File: config.mk
export PLATFORM = sky130hd
export DESIGN_NAME = regf_access_ctrl
export DESIGN_NICKNAME = d
export VERILOG_FILES = /design/src/rtl/regf_access_ctrl.sv
export SDC_FILE = /design/constraint.sdc
export NUM_CORES = 1
export LEC_CHECK = 0
export BUFFER_PORTS_ARGS = -buffer_cell sky130_fd_sc_hd__buf_2
export CAP_MARGIN = 20
export CORE_ASPECT_RATIO = 1.5
export CORE_UTILIZATION = 40
export DETAILED_ROUTE_END_ITERATION = 8
export PLACE_DENSITY = 0.75
export SYNTH_ARGS = -nofsm -noshare
export SYNTH_HDL_FRONTEND = slang
export SYNTH_SLANG_ARGS = --single-unit
File: constraint.sdc
create_clock -name clk -period 1.4 [get_ports clk]
set_input_delay 0.28 -clock clk [delete_from_list [all_inputs] [get_ports clk]]
set_output_delay 0.28 -clock clk [all_outputs]
set_load 0.005 [all_outputs]
File: src/rtl/regf_access_ctrl.sv
// Register-file access controller: single or burst reads/writes behind valid/ready handshakes.
// Optional feature: define REGF_ACCESS_BURST_EN to honour cmd_len (1-16 beats); otherwise every command is one beat.
`timescale 1ns/1ps
module regf_access_ctrl #(
  parameter int DATA_W = 8,
  parameter int ADDR_W = 4
) (
  input  logic              clk,
  input  logic              reset,
  input  logic              cmd_valid,
  output logic              cmd_ready,
  input  logic              cmd_rnw,
  input  logic [ADDR_W-1:0] cmd_addr,
  input  logic [3:0]        cmd_len,
  input  logic              wd_valid,
  output logic              wd_ready,
  input  logic [DATA_W-1:0] wd_data,
  output logic              rsp_valid,
  input  logic              rsp_ready,
  output logic [DATA_W-1:0] rsp_data,
  output logic              rsp_last,
  output logic              regf_wr_en,
  output logic              regf_rd_en,
  output logic [ADDR_W-1:0] regf_wr_addr,
  output logic [ADDR_W-1:0] regf_rd_addr,
  output logic [DATA_W-1:0] regf_data_in,
  input  logic [DATA_W-1:0] regf_data_out,
  output logic              busy
);

  localparam logic [2:0] IDLE     = 3'd0;
  localparam logic [2:0] WR       = 3'd1;
  localparam logic [2:0] RD_ISSUE = 3'd2;
  localparam logic [2:0] RD_WAIT  = 3'd3;
  localparam logic [2:0] RD_RESP  = 3'd4;

  localparam logic [ADDR_W-1:0] ADDR_ONE = {{(ADDR_W-1){1'b0}}, 1'b1};

  logic [2:0]        state_r, state_nxt_s;
  logic [ADDR_W-1:0] addr_r, addr_nxt_s;
  logic [3:0]        cnt_r, cnt_nxt_s;
  logic [DATA_W-1:0] rsp_data_r, rsp_data_nxt_s;
  logic              cmd_ready_r;
  logic [3:0]        len_s;
  logic              wr_beat_s;

`ifdef REGF_ACCESS_BURST_EN
  assign len_s = cmd_len;
`else
  logic unused_len_s;
  assign unused_len_s = ^cmd_len;
  assign len_s        = 4'd0;
`endif

  assign wr_beat_s = (state_r == WR) && wd_valid;

  // Next-state, address, beat counter and response-data computation.
  always_comb begin
    state_nxt_s    = state_r;
    addr_nxt_s     = addr_r;
    cnt_nxt_s      = cnt_r;
    rsp_data_nxt_s = rsp_data_r;
    case (state_r)
      IDLE: begin
        if (cmd_valid && cmd_ready_r) begin
          addr_nxt_s  = cmd_addr;
          cnt_nxt_s   = len_s;
          state_nxt_s = cmd_rnw ? RD_ISSUE : WR;
        end else begin
          state_nxt_s = IDLE;
        end
      end
      WR: begin
        if (wr_beat_s) begin
          addr_nxt_s = addr_r + ADDR_ONE;
          if (cnt_r == 4'd0) begin
            state_nxt_s = IDLE;
          end else begin
            cnt_nxt_s = cnt_r - 4'd1;
          end
        end else begin
          state_nxt_s = WR;
        end
      end
      RD_ISSUE: begin
        state_nxt_s = RD_WAIT;
      end
      RD_WAIT: begin
        rsp_data_nxt_s = regf_data_out;
        state_nxt_s    = RD_RESP;
      end
      RD_RESP: begin
        // rsp_data/rsp_last stay frozen until the consumer takes the beat.
        if (rsp_ready) begin
          addr_nxt_s = addr_r + ADDR_ONE;
          if (cnt_r == 4'd0) begin
            state_nxt_s = IDLE;
          end else begin
            cnt_nxt_s   = cnt_r - 4'd1;
            state_nxt_s = RD_ISSUE;
          end
        end else begin
          state_nxt_s = RD_RESP;
        end
      end
      default: begin
        state_nxt_s = IDLE;
      end
    endcase
  end

  // State and datapath registers; reset aborts any burst in flight.
  always_ff @(posedge clk or negedge reset) begin
    if (!reset) begin
      state_r     <= IDLE;
      addr_r      <= {ADDR_W{1'b0}};
      cnt_r       <= 4'd0;
      rsp_data_r  <= {DATA_W{1'b0}};
      cmd_ready_r <= 1'b0;
    end else begin
      state_r     <= state_nxt_s;
      addr_r      <= addr_nxt_s;
      cnt_r       <= cnt_nxt_s;
      rsp_data_r  <= rsp_data_nxt_s;
      cmd_ready_r <= (state_nxt_s == IDLE);
    end
  end

  // Write strobe and data pass straight through so a beat lands in the cycle it is offered.
  assign cmd_ready    = cmd_ready_r;
  assign wd_ready     = (state_r == WR);
  assign regf_wr_en   = wr_beat_s;
  assign regf_wr_addr = addr_r;
  assign regf_data_in = wr_beat_s ? wd_data : {DATA_W{1'b0}};
  assign regf_rd_en   = (state_r == RD_ISSUE);
  assign regf_rd_addr = addr_r;
  assign rsp_valid    = (state_r == RD_RESP);
  assign rsp_data     = rsp_data_r;
  assign rsp_last     = (state_r == RD_RESP) && (cnt_r == 4'd0);
  assign busy         = (state_r != IDLE);

endmodule

## Yosys cells after proc, flatten, opt, wreduce, memory -nomap -nowiden

Index checks and enable logic that the tools add are counted.

| operators by class | value |
|---|---|
| add/subtract/negate cells | 2 |
| multiply operators | 0 |
| divide/modulo/power cells | 0 |
| magnitude comparators | 0 |
| equality and inequality tests | 7 |
| shifts and indexed selects | 0 |
| multiplexer cells | 17 |
| bitwise operators | 0 |
| reductions and logical operators | 9 |

Operators by type and width:

| operator | count |
|---|---|
| 4-bit 2-to-1 mux | 7 |
| 4-bit case mux with 3 select lines | 2 |
| 3-bit case mux with 5 select lines | 1 |
| 3-bit 2-to-1 mux | 3 |
| 8-bit 2-to-1 mux | 1 |
| 3-bit by 2-bit equality test with 1-bit output (second input constant) | 2 |
| 3-bit zero test | 2 |
| 2-bit 2-to-1 mux | 3 |
| 3-bit nonzero test | 2 |
| 4-bit by 1-bit adder with 4-bit output (second input constant) | 1 |
| 4-bit zero test | 1 |
| 2-bit by 1-bit != test with 1-bit output (second input constant) | 2 |
| 4-bit AND reduction | 1 |
| 4-bit by 1-bit subtractor with 4-bit output (second input constant) | 1 |
| 3-bit by 1-bit equality test with 1-bit output (second input constant) | 1 |
| 3-bit equality test (second input constant) | 1 |
| 1-bit logical AND | 3 |
| 2-bit != test (second input constant) | 1 |

| word-level totals | value |
|---|---|
| register bits after elaboration | 20 |
| bits in latches | 0 |
| RAM bits | 0 |
| memory bits (read-only) | 0 |
| output and inout port bits | 31 |
| word-level logic and storage cells | 40 |
| memories kept | 0 |

## Logic depth before layout (Yosys ltp)

Gate-level depths: netlist (run 1).

| logic depth | value |
|---|---|
| depth in word-level cells | 5 |
| gate-level depth with buffers | 6 |

## Least setup slack after synthesis (run 1)

No wires, ideal clock.

| timing | value |
|---|---|
| path kind | reg2reg |
| start | register state_r[2] |
| end | register addr_r[3] (netlist: regf_rd_addr[3]) |
| arrival time | 1383 ps |
| data required time | 1327 ps |
| setup slack | -56 ps |
| cell stages (with the launch flop) | 6 |
| path buffers | 1 |
| period minus slack after synthesis | 1456 ps |
| path through | dfrtp_1 buf_6 nand3b_4 a221oi_4 a21boi_2 a2bb2oi_2 |

| between the ends | value |
|---|---|
| word-level cells in the longest chain between the ends | 4 |
| elaborated cells between the ends (all ways) | 10 |

RTL lines:

| what | line | text |
|---|---|---|
| from (decl) | 39 | `logic [2:0] state_r, state_nxt_s;` |
| from (signal assigned) | 121 | `state_r <= state_nxt_s;` |
| 3-bit by 1-bit equality test with 1-bit output | 55, 63 |  |
| 1-bit logical AND | 55 | `assign wr_beat_s = (state_r == WR) && wd_valid;` |
| 2-bit by 1-bit != test with 1-bit output (no line) | n/a |  |
| 4-bit AND reduction (no line) | n/a |  |
| to (signal assigned) | 116 | `addr_r <= {ADDR_W{1'b0}};` |
| to (signal assigned) | 122 | `addr_r <= addr_nxt_s;` |
| to (decl) | 40 | `logic [ADDR_W-1:0] addr_r, addr_nxt_s;` |

Parallel ways exist; a longest one is shown, timed or not.
A chain may end at the register's enable or synchronous reset.

## Worst setup path in the final report (run 1)

| timing | value |
|---|---|
| start | register cnt_r[0] |
| end | output port rsp_last |

| between the ends | value |
|---|---|
| word-level cells in the longest chain between the ends | 2 |

RTL lines:

| what | line | text |
|---|---|---|
| from (decl) | 41 | `logic [3:0] cnt_r, cnt_nxt_s;` |
| from (signal assigned) | 123 | `cnt_r <= cnt_nxt_s;` |
| 4-bit zero test | 139 | `assign rsp_last = (state_r == RD_RESP) && (cnt_r == 4'd0);` |
| 1-bit logical AND | 139 |  |
| to (decl) | 21 | `output logic rsp_last,` |

No other way between the ends.

==> results of run 1 <==
-- metrics by stage --
step	total power (uW)	TNS [ps]	hold WS (ps)
finish	5560	-6610	203
global route	5860	-8030	203
CTS	4790	-4670	197
detailed placement	3430	-1550	257
global placement	3310	-691	243
floorplan	2560	-92.7	-15.6
-- state kept, by name, indices dropped and copies added (netlist names) --
name          flops
cmd_ready         1
cnt_r             4
regf_rd_addr      4
rsp_data          8
state_r           3
-- routing by layer --
layer	vias to the layer above	track usage
met4	0	0.162
met5	-	0
li1	580	-
met3	15	0.0182
met1	662	0.245
met2	58	0.444
-- cell usage in the layout, fill, tap and decap left out, drive strengths merged --
cell | synthesis | final
a21boi | 2 | 2
a21o | 2 | 2
a21oi | 6 | 6
a221oi | 1 | 1
a22oi | 1 | 1
a2bb2oi | 1 | 1
and2 | 1 | 1
and3 | 8 | 8
buf | 8 | 94
bufinv | 0 | 1
clkbuf | 2 | 3
dfrtp | 20 | 20
dlygate4sd3 | 0 | 1
ha | 2 | 2
inv | 5 | 5
mux2 | 8 | 8
mux2i | 5 | 5
nand2 | 8 | 8
nand2b | 2 | 2
nand3 | 4 | 4
nand3b | 2 | 2
nand4 | 1 | 1
nor2 | 5 | 5
nor3 | 1 | 1
nor3b | 4 | 4
nor4bb | 1 | 1
o21ai | 6 | 6
o22ai | 1 | 1
o2bb2ai | 1 | 1
o41ai | 1 | 1
or2 | 2 | 2
or3 | 2 | 2
xnor2 | 1 | 1
-- power by group --
| group | internal, uW | total (uW) | switching [uW] |
|---|---|---|---|
| logic | 2110 | 3760 | 1650 |
| clock network | 383 | 609 | 226 |
| registers | 866 | 1190 | 324 |
-- worst paths after layout --
check	cells past startpoint	slack, ps	endpoint	start
max reg2reg	5	-260	regf_rd_addr[0]	state_r[2]
min reg2reg	1	500	rsp_data[4]	rsp_data[4]
max in group asynchronous	2	570	state_r[0]	reset
min in group asynchronous	2	480	regf_rd_addr[2]	reset
max	6	-390	rsp_last	cnt_r[0]
min	2	200	state_r[0]	cmd_rnw
-- area by class of cell --
type	count	area (um^2)	share of cell area
clock buffers	3	41.3	0.0190
repair buffers	95	687	0.316
inverters	5	21.3	0.00978
flip-flops and latches	20	503	0.231
clock inverters	1	30.0	0.0138
multi-input cells	79	847	0.389
well taps	37	46.3	0.0213
-- timing repair --
action	CTS	global route
pin swaps	14	21
hold buffers	1	0
cloned	0	1
setup buffers	9	10
gates resized for setup	48	33
setup endpoints to repair	25	33
hold endpoints to repair	20	0
-- cells by family after synthesis --
kind of cell             count (synthesis)
AND/OR/NAND/NOR                         41
AO/OA/AOI/OAI                           22
buffers and inverters                   15
adder cells (fa/ha/maj)                  2
multiplexers                            13
flip-flops                              20
XOR/XNOR                                 1
==> qor.yml, run 1 <==
powerDensity_mw_per_mm2: 2560
hpwl_um: 2370
period_share: 1.28
dp_cells: 215
muxShareOfSynthArea: 0.119
grt_pass1_wl_um: 5350
setup_slack_ps: -393
finalWirelength_um: 4380
ys_seq_area_frac: 0.423
detail_route.wl_per_cell_um: 18.3
grt_pass1_vias: 1159
h-tree-depth: 1
die_h_um: 68.6
ys_async_sr_fraction: 1.00
setup-violations-final: 34
place_ws_ps: -133
m1WireLength_um: 1580
crit_required_ps: 1120
drive_gt1_frac: 0.778
drtAntennaViolNets: 0
synth_edf_count: 0
diodes: 0
synth_top_area_cell: "dfrtp_1"
row_count: 23
maxSlewViolCount: 0
critPathSlowestCell: "dfrtp_1"
final_cells: 240
slew_headroom: 0.685
cts_root_buf: "clkbuf_8"
cts_sinks: 20
synth_common_cells: "dfrtp_1, and3_1, mux2_2, nand2_1"
portBuffers: 56
area_growth_pct: 84.0
peakVddDrop_v: 0.00147
worstMarginPinSlew_ps: 472
core_mm2: 0.00273
final_core_util: 0.796
crit_arrival_ps: 1510
dr_total_vias: 1315
synth_top_family_by_area: "simple AND/OR/NAND/NOR gates"
dpl_cell_area_mm2: 0.00161
dr_wl_met2_um: 2460
status: "finished, violations left"
start_kind: "flop"
clock_latency_ps: 280
design_area_mm2: 0.00218
p_leak_uw: 0.00107
synth_compound_area_frac: 0.142
synth_cell_types: 38
path_delay_family: "simple AND/OR/NAND/NOR gates"
hold_viol: 0
path_buf_inv: 3
track_usage: 0.241
dieWidth_um: 46.4
cp-end-kind: "output port"
drt-pass1-iter-count: 4
drv_cap: 0
rsz0062_at_grt: "true"
slowest_delay_ps: 400
drc: 0
yosys_warnings: 0
antenna_found_initial: 0
ys.flop_type: "dfrtp_1"
gp_congestion: 0.762
synthAdderAreaFrac: 0.0212
yosysMostFrequentCell: "dfrtp_1"
overflow: 0
fp.dieArea_mm2: 0.00318
first_iter_violations: 26
synthSimpleGateAreaFrac: 0.211
fillers: 130
syn-cell-area_mm2: 0.00118
met3_length_um: 165
synth_top_area_frac: 0.423
syn_inst: 114
synth_xor_area_frac: 0.00741
syn_nets: 146
period_needed_ps: 1790
vias_per_cell: 5.48
violations: "setup timing"
finClkSkew_ps: 6.68
highest_layer: "met4"
crit_chain: "inv_2 -> ha_4 -> inv_2 -> or3_4 -> nor2_2 -> buf_2"
clockBufferDepth: 2
critical_path_class: "flop to output port"
synth.avg_cell_area_um2: 10.4
clk_pin_slew_ps: 80
holdCritPathClass: "input port to flop"
fin_nets: 236
path_max_fanout: 2
cts_tree: "built"
cts-buffers-inserted: 3
initial_core_util: 0.432
synth_area_leaders: "dfrtp_1, mux2_2, and3_1"
fmax_mhz: 558
io-pin-count: 61
grt_max_degree: 21
ys_ff_latch: 20
crit_top_cell: "inv_2"
Note: power is estimated with default switching activity, not from simulation.
==> run 2, diff against run 1 <==
Settings changed: CORE_UTILIZATION 40 to 32, PLACE_DENSITY 0.75 to not set.
==> run 2 against run 1 <==
Against the previous run:
- clock power shrank 27%
- global-route usage shrank 6.9 points
- via count shrank 6.8%
- final cell count grew 0.83%
- the run still ends with setup timing left
- non-clock buffer count shrank 3
- utilization shrank 19 points
- power shrank 8.9%
- clock-buffer cell count grew 1
- largest power group unchanged
- register-to-register slack gained 30 ps
==> qor.yml, run 2 (synthesized netlist as in run 1, its figures left out) <==
status: "finished, violations left"
violations: "setup timing"
p_leak_uw: 0.00103
drt-pass1-iter-count: 4
dpl_cell_area_mm2: 0.00158
holdCritPathClass: "input port to flop"
powerDensity_mw_per_mm2: 2400
io-pin-count: 61
clk_pin_slew_ps: 70
drtAntennaViolNets: 0
period_needed_ps: 1730
h-tree-depth: 1
dp_cells: 218
clockBufferDepth: 2
grt_pass1_wl_um: 5230
final_cell_mix: "buf_2, buf_6, buf_4"
path_max_fanout: 2
detail_route.wl_per_cell_um: 15.3
grt_pass1_vias: 1253
cp-end-kind: "output port"
drv_cap: 0
design_area_mm2: 0.00211
worstMarginPinSlew_ps: 457
first_iter_violations: 18
fin_tns_setup_ps: -5800
cts_root_buf: "clkbuf_8"
hpwl_um: 2340
swShare: 0.379
largest_register_ffs: 8
reg2reg_slack_ps: -230
p_int_uw: 3150
crit_required_ps: 1120
cts_tree: "built"
slew_headroom: 0.695
rsz0062_at_grt: "true"
row_count: 26
hold_viol: 0
period_share: 1.24
setup_slack_ps: -330
portBuffers: 56
finalWirelength_um: 3700
critical_path_class: "flop to output port"
peakVddDrop_v: 0.00134
area_growth_pct: 78.8
p_comb_frac: 0.683
finClkSkew_ps: 2.70
place_ws_ps: -143
final_common_cell: "buf_2"
crit_arrival_ps: 1450
clock_latency_ps: 260
setup-violations-final: 33
start_kind: "flop"
fp.dieArea_mm2: 0.00395
cts-buffers-inserted: 3
fmax_mhz: 578
fin_nets: 233
cts_sinks: 20
dieWidth_um: 51.6
pwr-share-seq: 0.230
core_mm2: 0.00348
die_h_um: 76.4
track_usage: 0.173
initial_core_util: 0.340
maxSlewViolCount: 0
diodes: 0
drc: 0
overflow: 0
vias_per_cell: 5.07
switching_power_uw: 1920
grt_max_degree: 21
final_cells: 242
p_clk_frac: 0.087
dr_total_vias: 1226
antenna_found_initial: 0
drive_gt1_frac: 0.745
gp_congestion: 0.835
## run 2: critical path, stage by stage (launching register included)
cell     delay [ps]
dfrtp_1         390
inv_2            60
ha_2            180
inv_2            40
or3_4           330
nor2_2           80
buf_2           110
## run 2: area by class of cell
cell class,instances,area (um^2)
sequential,20,503
inverter,5,21.3
timing repair buffer,92,679
clock buffer,4,55.1
fill,292,1370
tap,42,52.6
multi-input combinational,79,803
## run 2: what timing repair did
| item | in CTS | in global routing |
|---|---|---|
| setup endpoints to repair | 25 | 33 |
| gates cloned | 0 | 1 |
| gates resized for setup | 29 | 38 |
| hold buffers | 1 | 0 |
| pin swaps | 13 | 19 |
| buffers inserted | 8 | 10 |
| endpoints found under the hold margin | 20 | 0 |
## run 2: routing by layer
| metal | global-route usage | part of all wire |
|---|---|---|
| met1 | 0.167 | 0.34 |
| met2 | 0.349 | 0.59 |
| met3 | 0.0140 | 0.045 |
| met4 | 0.0622 | 0.026 |
| met5 | 0 | 0 |
## run 2: metrics by stage
stage	hold WS, ps	utilization	total power [uW]
6_report	227	0.607	5070
5_1_grt	218	0.607	5380
4_1_cts	210	0.531	4340
3_5_place_dp	256	0.455	3360
3_3_place_gp	251	0.455	3270
2_1_floorplan	-15.6	-	2560
## run 2: power groups by stage
| stage | logic [uW] | registers, uW | clock network [uW] |
|---|---|---|---|
| floorplan | 1480 | 1080 | 0 |
| global placement | 2170 | 1100 | 0 |
| detailed placement | 2230 | 1120 | 0 |
| CTS | 2740 | 1150 | 455 |
| global route | 3700 | 1200 | 473 |
| finish | 3460 | 1160 | 442 |
## run 2: worst paths after layout
check,start,endpoint,cells past startpoint
worst min register to register,rsp_data[6],rsp_data[6],1
worst max-delay path,cnt_r[0],rsp_last,6
worst min-delay path,cmd_rnw,state_r[0],2
min in group asynchronous,reset,regf_rd_addr[1],2
max in group asynchronous,reset,state_r[2],2
worst max register to register,cnt_r[0],state_r[1],9
